$ cat src/rtl/coin_input_conditioner_pkg.sv
`default_nettype none
// ============================================================================
//  Module      : coin_input_conditioner_pkg
//  Description : Shared constants and types for the coin/button input
//                conditioner: coin values in cents, debounce state encoding,
//                channel indices and default timing parameters.
//  Revision    : 1.0  initial release
// ============================================================================
package coin_input_conditioner_pkg;

  // Default timing: 50 MHz clk / 50000 = 1 kHz debounce sample rate.
  localparam int c_tick_div_def = 50000;
  localparam int c_db_ticks_def = 10;

  // Coin values in cents.
  localparam logic [7:0] c_dime_cents   = 8'd10;
  localparam logic [7:0] c_quater_cents = 8'd25;
  localparam logic [7:0] c_dollar_cents = 8'd100;

  // Channel ordering inside the 5-bit channel vectors.
  localparam int c_idx_dime     = 0;
  localparam int c_idx_quater   = 1;
  localparam int c_idx_dollar   = 2;
  localparam int c_idx_cancel   = 3;
  localparam int c_idx_continue = 4;
  localparam int c_num_coins    = 3;
  localparam int c_num_chan     = 5;

  // Debounce FSM encoding.
  typedef enum logic [1:0] {
    DB_IDLE         = 2'd0,
    DB_PRESS_WAIT   = 2'd1,
    DB_PRESSED      = 2'd2,
    DB_RELEASE_WAIT = 2'd3
  } db_state_t;

  // Cents for a one-hot coin event vector {dollar, quater, dime}.
  function automatic logic [7:0] coin_cents(input logic [2:0] onehot);
    logic [7:0] v;
    v = 8'd0;
    if (onehot[c_idx_dime])        v = c_dime_cents;
    else if (onehot[c_idx_quater]) v = c_quater_cents;
    else if (onehot[c_idx_dollar]) v = c_dollar_cents;
    return v;
  endfunction

endpackage
`default_nettype wire

$ cat src/rtl/coin_input_conditioner_debounce_cell.sv
`default_nettype none
// ============================================================================
//  Module      : debounce_cell
//  Description : Tick-sampled debounce FSM for one synchronised input.
//                IDLE -> PRESS_WAIT -> PRESSED -> RELEASE_WAIT -> IDLE.
//                The first active sample seen in IDLE counts as sample one.
//  Ports       : clk       in   system clock
//                rst_n     in   asynchronous active-low reset
//                tick      in   one-cycle sample strobe
//                sync_in   in   synchronised raw level
//                press_evt out  one-cycle pulse on PRESS_WAIT -> PRESSED
//                held      out  channel is in PRESSED or RELEASE_WAIT
//  Revision    : 1.0  initial release
// ============================================================================
module debounce_cell
  import coin_input_conditioner_pkg::*;
#(
  parameter int DB_TICKS   = c_db_ticks_def,
  parameter bit ACTIVE_LOW = 1'b0
) (
  input  logic clk,
  input  logic rst_n,
  input  logic tick,
  input  logic sync_in,
  output logic press_evt,
  output logic held
);

  localparam int            CW       = $clog2(DB_TICKS + 1);
  localparam logic [CW-1:0] c_db_max = CW'(DB_TICKS);
  localparam logic [CW-1:0] c_one    = CW'(1);

  db_state_t     r_state;
  db_state_t     w_state_nxt;
  logic [CW-1:0] r_cnt;
  logic [CW-1:0] w_cnt_nxt;
  logic [CW-1:0] w_cnt_inc;
  logic          w_active;

  assign w_active  = sync_in ^ ACTIVE_LOW;
  // Saturating increment of the stable-sample counter.
  assign w_cnt_inc = (r_cnt == c_db_max) ? r_cnt : r_cnt + c_one;
  assign held      = (r_state == DB_PRESSED) || (r_state == DB_RELEASE_WAIT);

  always_ff @(posedge clk or negedge rst_n) begin
    if (!rst_n) begin
      r_state <= DB_IDLE;
      r_cnt   <= '0;
    end else begin
      r_state <= w_state_nxt;
      r_cnt   <= w_cnt_nxt;
    end
  end

  always_comb begin
    w_state_nxt = r_state;
    w_cnt_nxt   = r_cnt;
    press_evt   = 1'b0;
    if (tick) begin
      case (r_state)
        DB_IDLE: begin
          if (w_active) begin
            w_state_nxt = DB_PRESS_WAIT;
            w_cnt_nxt   = c_one;
          end
        end
        DB_PRESS_WAIT: begin
          if (!w_active) begin
            w_state_nxt = DB_IDLE;
            w_cnt_nxt   = '0;
          end else if (w_cnt_inc >= c_db_max) begin
            w_state_nxt = DB_PRESSED;
            w_cnt_nxt   = '0;
            press_evt   = 1'b1;
          end else begin
            w_cnt_nxt   = w_cnt_inc;
          end
        end
        DB_PRESSED: begin
          if (!w_active) begin
            w_state_nxt = DB_RELEASE_WAIT;
            w_cnt_nxt   = c_one;
          end
        end
        DB_RELEASE_WAIT: begin
          if (w_active) begin
            w_state_nxt = DB_PRESSED;
            w_cnt_nxt   = '0;
          end else if (w_cnt_inc >= c_db_max) begin
            w_state_nxt = DB_IDLE;
            w_cnt_nxt   = '0;
          end else begin
            w_cnt_nxt   = w_cnt_inc;
          end
        end
        default: begin
          w_state_nxt = DB_IDLE;
          w_cnt_nxt   = '0;
        end
      endcase
    end
  end

endmodule
`default_nettype wire

$ cat src/rtl/coin_input_conditioner.sv
`default_nettype none
// ============================================================================
//  Module      : coin_input_conditioner
//  Description : Synchronises and debounces three coin switches and two
//                push-buttons, then turns debounced press events into
//                registered one-cycle coin / error / button pulses.
//  Ports       : clk            in   system clock
//                rst_n          in   asynchronous active-low reset
//                dime_raw       in   coin switch, active-high
//                quater_raw     in   coin switch, active-high
//                dollar_raw     in   coin switch, active-high
//                cancel_raw_n   in   push-button, active-low
//                continue_raw_n in   push-button, active-low
//                coin_valid     out  one accepted coin (pulse)
//                coin_value     out  cents of the accepted coin, else 0
//                coin_err       out  rejected coin event (pulse)
//                cancel_pulse   out  one pulse per cancel press
//                continue_pulse out  one pulse per continue press
//  Revision    : 1.0  initial release
// ============================================================================
module coin_input_conditioner
  import coin_input_conditioner_pkg::*;
#(
  parameter int TICK_DIV = c_tick_div_def,
  parameter int DB_TICKS = c_db_ticks_def
) (
  input  logic       clk,
  input  logic       rst_n,
  input  logic       dime_raw,
  input  logic       quater_raw,
  input  logic       dollar_raw,
  input  logic       cancel_raw_n,
  input  logic       continue_raw_n,
  output logic       coin_valid,
  output logic [7:0] coin_value,
  output logic       coin_err,
  output logic       cancel_pulse,
  output logic       continue_pulse
);

  localparam int            TW          = (TICK_DIV > 1) ? $clog2(TICK_DIV) : 1;
  localparam logic [TW-1:0] c_tick_last = TW'(TICK_DIV - 1);
  localparam logic [TW-1:0] c_tick_one  = TW'(1);
  // Idle level of each channel: coins low, buttons high.
  localparam logic [c_num_chan-1:0] c_sync_idle = 5'b11000;

  logic [1:0]            r_rst_sync;
  logic                  w_rst_n_int;
  logic [c_num_chan-1:0] w_raw;
  logic [c_num_chan-1:0] r_sync1;
  logic [c_num_chan-1:0] r_sync2;
  logic [TW-1:0]         r_tick_cnt;
  logic                  w_tick;
  logic [c_num_chan-1:0] w_evt;
  logic [c_num_chan-1:0] w_held;
  logic                  w_any_coin_held;
  logic                  w_unused_btn_held;
  logic                  w_coin_valid_nxt;
  logic                  w_coin_err_nxt;
  logic [7:0]            w_coin_value_nxt;

  // Reset for the FSMs and outputs: asserts asynchronously, releases two
  // clocks after rst_n rises. The tick counter and input synchronisers run
  // from rst_n directly so the first tick lands exactly TICK_DIV clocks
  // after release; TICK_DIV >= 3 guarantees the FSMs are out of reset by then.
  always_ff @(posedge clk or negedge rst_n) begin
    if (!rst_n) r_rst_sync <= 2'b00;
    else        r_rst_sync <= {r_rst_sync[0], 1'b1};
  end
  assign w_rst_n_int = r_rst_sync[1];

  assign w_raw = {continue_raw_n, cancel_raw_n, dollar_raw, quater_raw, dime_raw};

  always_ff @(posedge clk or negedge rst_n) begin
    if (!rst_n) begin
      r_sync1 <= c_sync_idle;
      r_sync2 <= c_sync_idle;
    end else begin
      r_sync1 <= w_raw;
      r_sync2 <= r_sync1;
    end
  end

  // Free-running sample-rate divider; tick is high in the wrap cycle.
  assign w_tick = (r_tick_cnt == c_tick_last);

  always_ff @(posedge clk or negedge rst_n) begin
    if (!rst_n)      r_tick_cnt <= '0;
    else if (w_tick) r_tick_cnt <= '0;
    else             r_tick_cnt <= r_tick_cnt + c_tick_one;
  end

  for (genvar i = 0; i < c_num_chan; i++) begin : g_chan
    debounce_cell #(
      .DB_TICKS   (DB_TICKS),
      .ACTIVE_LOW (i >= c_num_coins)
    ) u_db (
      .clk       (clk),
      .rst_n     (w_rst_n_int),
      .tick      (w_tick),
      .sync_in   (r_sync2[i]),
      .press_evt (w_evt[i]),
      .held      (w_held[i])
    );
  end

  // Only coin channels can block each other; button hold state is unused.
  assign w_any_coin_held   = |w_held[c_num_coins-1:0];
  assign w_unused_btn_held = ^w_held[c_num_chan-1:c_num_coins];

  // A lone coin event is accepted unless another coin is still down (a coin
  // never reports held in the cycle of its own press event). Any multi-coin
  // event is rejected.
  always_comb begin
    w_coin_valid_nxt = 1'b0;
    w_coin_err_nxt   = 1'b0;
    w_coin_value_nxt = 8'd0;
    case (w_evt[c_num_coins-1:0])
      3'b000: begin
      end
      3'b001, 3'b010, 3'b100: begin
        if (w_any_coin_held) begin
          w_coin_err_nxt   = 1'b1;
        end else begin
          w_coin_valid_nxt = 1'b1;
          w_coin_value_nxt = coin_cents(w_evt[c_num_coins-1:0]);
        end
      end
      default: begin
        w_coin_err_nxt = 1'b1;
      end
    endcase
  end

  always_ff @(posedge clk or negedge w_rst_n_int) begin
    if (!w_rst_n_int) begin
      coin_valid     <= 1'b0;
      coin_value     <= 8'd0;
      coin_err       <= 1'b0;
      cancel_pulse   <= 1'b0;
      continue_pulse <= 1'b0;
    end else begin
      coin_valid     <= w_coin_valid_nxt;
      coin_value     <= w_coin_value_nxt;
      coin_err       <= w_coin_err_nxt;
      cancel_pulse   <= w_evt[c_idx_cancel];
      continue_pulse <= w_evt[c_idx_continue];
    end
  end

endmodule
`default_nettype wire

$ cat config.mk
export PLATFORM = sky130hd
export DESIGN_NAME = coin_input_conditioner
export DESIGN_NICKNAME = d
export VERILOG_FILES = /design/src/rtl/coin_input_conditioner_pkg.sv /design/src/rtl/coin_input_conditioner_debounce_cell.sv /design/src/rtl/coin_input_conditioner.sv
export SDC_FILE = /design/constraint.sdc
export NUM_CORES = 1
export LEC_CHECK = 0
export ABC_CLOCK_PERIOD_IN_PS = 2070
export BUFFER_PORTS_ARGS = -buffer_cell sky130_fd_sc_hd__buf_4
export CORE_ASPECT_RATIO = 0.8
export CORE_MARGIN = 2
export CORE_UTILIZATION = 35
export DETAILED_ROUTE_END_ITERATION = 8
export GPL_ROUTABILITY_DRIVEN = 0
export GPL_TIMING_DRIVEN = 0
export PLACE_DENSITY_LB_ADDON = 0.1
export SLEW_MARGIN = 20
export SYNTH_ARGS = -nofsm -noshare
export SYNTH_HDL_FRONTEND = slang
export SYNTH_HIERARCHICAL = 1
export SYNTH_SLANG_ARGS = --single-unit
$ cat constraint.sdc
create_clock -name clk -period 2.07 [get_ports clk]
set_input_delay 0.414 -clock clk [delete_from_list [all_inputs] [get_ports clk]]
set_output_delay 0.414 -clock clk [all_outputs]
set_load 0.02 [all_outputs]
==> metrics.md <==
| Metric | Value |
|---|---|
| Status | `complete, but fails checks` |
| Failing checks | `setup timing` |
| Die Span X | `roughly 110 um` |
| Layout Utilization | `between 40% and 50%` |
| Net Sw Power | `570 uW` |
| Port bufs | `17` |
| HPWL after DPL | `~4300 um` |
| Number of global-route vias before repair | `between 2000 and 2500` |
| Ant diodes | `0` |
| Htree depth | `3` |
| Setup TNS Final | `-6.54 ns` |
| Post-synthesis cell count | `318` |
| Clk buf depth | `2` |
| Routed WL per cell | `approximately 14 um` |
| Pre-antenna DRT Iters | `4` |
| Slew Viols, Final | `0` |
| Clk slew on worst S/H paths | `0.05 ns` |
| Global-route usage over all layers | `between 10% and 20%` |
| Lkg Pwr | `~2.2 nW` |
| Post-Route WL | `between 6000 and 7000 um` |
| Switching power share of the total | `just over 20%` |
| CTS buffer count | `9` |
| Initial drt markers | `between 90 and 100` |
| TritonCTS clock tree | `built` |
| Clock Latency Late Sink | `approximately 0.33 ns` |
| Placed Cells | `around 450` |
| Crit end category | `register` |
| Initial antenna violation count | `0` |
| CTS sink count | `66` |
| Syn avg cell area | `between 10 and 15 um2` |
| Root Buffer | `clkbuf_16` |
| MaxCap Viol Count | `0` |
| WS Path Type | `register to register` |
| Combinational power share | `under 10%` |
| Non-Filler Instances | `511` |
| Max_slew headroom | `around 62%` |
| # fillers | `844` |
| First-pass GRT wire length | `roughly 11000 um` |
| RSZ-0062 raised after global routing | `yes` |
| Req. time, crit path | `2.28 ns` |
| CP Cell Sequence | `ha_4, nor4bb_4, nand4b_1, nor4_4, buf_6, nand2_4, nor3_4, and3b_2, xor2_1, o211a_1, and2_4, or2_4` |
| Hold Vio Cnt, Final | `0` |
| Syn_nets | `336` |
| Worst-Margin Slew | `0.563 ns` |
| Worst path slowest cell | `dfrtp_2` |
| Io pins | `19` |
| Final worst path period need | `approximately 2.6 ns` |
| Grt ovf | `0` |
| Fin crit share | `127%` |
| WHS | `0.00123 ns` |
| Setup ws final | `-0.562 ns` |
| Core footprint | `approximately 9200 um2` |
| Worst hold-check path type | `primary input to async pin` |
| Routed Antenna Nets | `0` |
| Residual DRC | `0` |
| Clock power frac | `~51%` |
| # nets final | `just over 400` |
| Final clock skew | `a little under 0.003 ns` |
| # rows | `31` |
| Area growth from synthesis to final layout | `36.0%` |
| Cell Pwr Density | `~600 nW/um2` |
| Final setup violation count | `39` |
| Die area | `around 10000 um2` |
| Mapped Area | `3350 um2` |
| Tot Pwr | `between 2 and 3 mW` |
| VDD IR max | `0.353 mV` |
| Max frequency | `380 MHz` |
| Die Span Y | `91.5 um` |
| CP Launch Type | `register` |
| Internal power | `2.23 mW` |
| Synthesis Warnings | `6` |
| Vias post-DR | `between 2000 and 2500` |
| Via-per-instance ratio | `4.88` |
| Slowest cell delay on critical path | `~0.39 ns` |
| Seq pwr share | `47.2%` |
| Largest net degree at the start of global routing | `29` |
| Share of post-route cells with drive strength above 1 | `35.1%` |
| Critical path fanouts, max | `5` |
| Initial Utilization | `between 30% and 40%` |
| WP data arrival | `2.84 ns` |
-- timing repair --
action | CTS | global route
setup buffers | 17 | 29
hold buffers | 0 | 0
resized for setup | 31 | 45
pin swaps | 12 | 20
setup endpoints to repair | 38 | 38
-- path summary, 6_finish.rpt --
kind                                     from                       to  slack [ns]  depth (start not counted)
worst max-delay path            r_tick_cnt[0]            coin_value[3]       -0.56                         12
worst min-delay path                    rst_n           r_tick_cnt[10]       0.001                          1
worst max register to register  r_tick_cnt[0]            coin_value[3]       -0.56                         12
worst min register to register  r_rst_sync[1]                async pin        0.18                          0
max in group asynchronous       r_rst_sync[1]  g_chan[4].u_db/r_cnt[0]        1.43                          1
min in group clk                   dollar_raw               r_sync1[2]        0.19                          1
-- per-stage QoR --
| stage | worst slack, ns | instance area [um2] |
|---|---|---|
| after floorplan | -1.28 | 3370 |
| after CTS | -0.592 | 4190 |
| after global routing | -0.703 | 4550 |
| after detailed placement | -1.20 | 3670 |
| after global placement | -2.10 | 3640 |
| final | -0.562 | 4550 |
-- power groups by stage --
| stage | sequential (mW) | clock, mW | combinational [mW] |
|---|---|---|---|
| floorplan | 1.35 | 0 | 0.0148 |
| global placement | 1.35 | 0 | 0.0370 |
| detailed placement | 1.34 | 0 | 0.0517 |
| CTS | 1.32 | 1.47 | 0.0520 |
| global route | 1.32 | 1.55 | 0.0604 |
| finish | 1.32 | 1.43 | 0.0517 |
-- placed cells by master (no fill, tap or decap), types with 9 or more instances in the layout --
| master | count |
|---|---|
| buf_4 | 48 |
| buf_6 | 14 |
| clkbuf_16 | 9 |
| dfrtp_1 | 59 |
| ha_1 | 10 |
| inv_1 | 14 |
| nand2_1 | 33 |
| nand3_1 | 12 |
| nor2_1 | 21 |
| nor2b_1 | 9 |
| xnor2_1 | 10 |
| xor2_1 | 18 |
-- cell type report --
cell class | instances | area [um2] | share of cell area (%)
Inverter | 15 | 56.3 | 1.24
Clock inverter | 2 | 10.0 | 0.220
Clock buffer | 14 | 274 | 6.02
Multi-Input combinational cell | 230 | 1800 | 39.6
Sequential cell | 66 | 1660 | 36.5
Timing Repair Buffer | 62 | 563 | 12.4
Buffer | 7 | 41.3 | 0.907
Tap cell | 115 | 144 | 3.16
-- layer usage --
metal	up-vias	global-route usage, %	part of all wire [%]
met4	0	4.67	1.6
li1	1246	-	-
met5	-	0	0
met2	42	21.0	47
met1	1194	18.5	48
met3	11	4.67	3.4
-- flip-flops by register name (all words and copies together) (netlist names), named ones only --
signal / count
cancel_pulse: 1
coin_err: 1
coin_valid: 1
coin_value: 4
continue_pulse: 1
g_chan.u_db/r_cnt: 20
g_chan.u_db/r_state: 5
r_rst_sync: 2
r_sync1: 5
r_sync2: 5
r_tick_cnt: 16
-- worst max-delay path: cells and delay by family, from the launching register on --
family / cells / cell delay [ns]
AO/OA/AOI/OAI: 1 / 0.22
XOR/XNOR: 1 / 0.07
adder cells (fa/ha/maj): 1 / 0.17
buffers and inverters: 1 / 0.18
flip-flops: 1 / 0.39
AND/OR/NAND/NOR: 8 / 1.48
No activity file was read; power rests on OpenSTA's default activity.
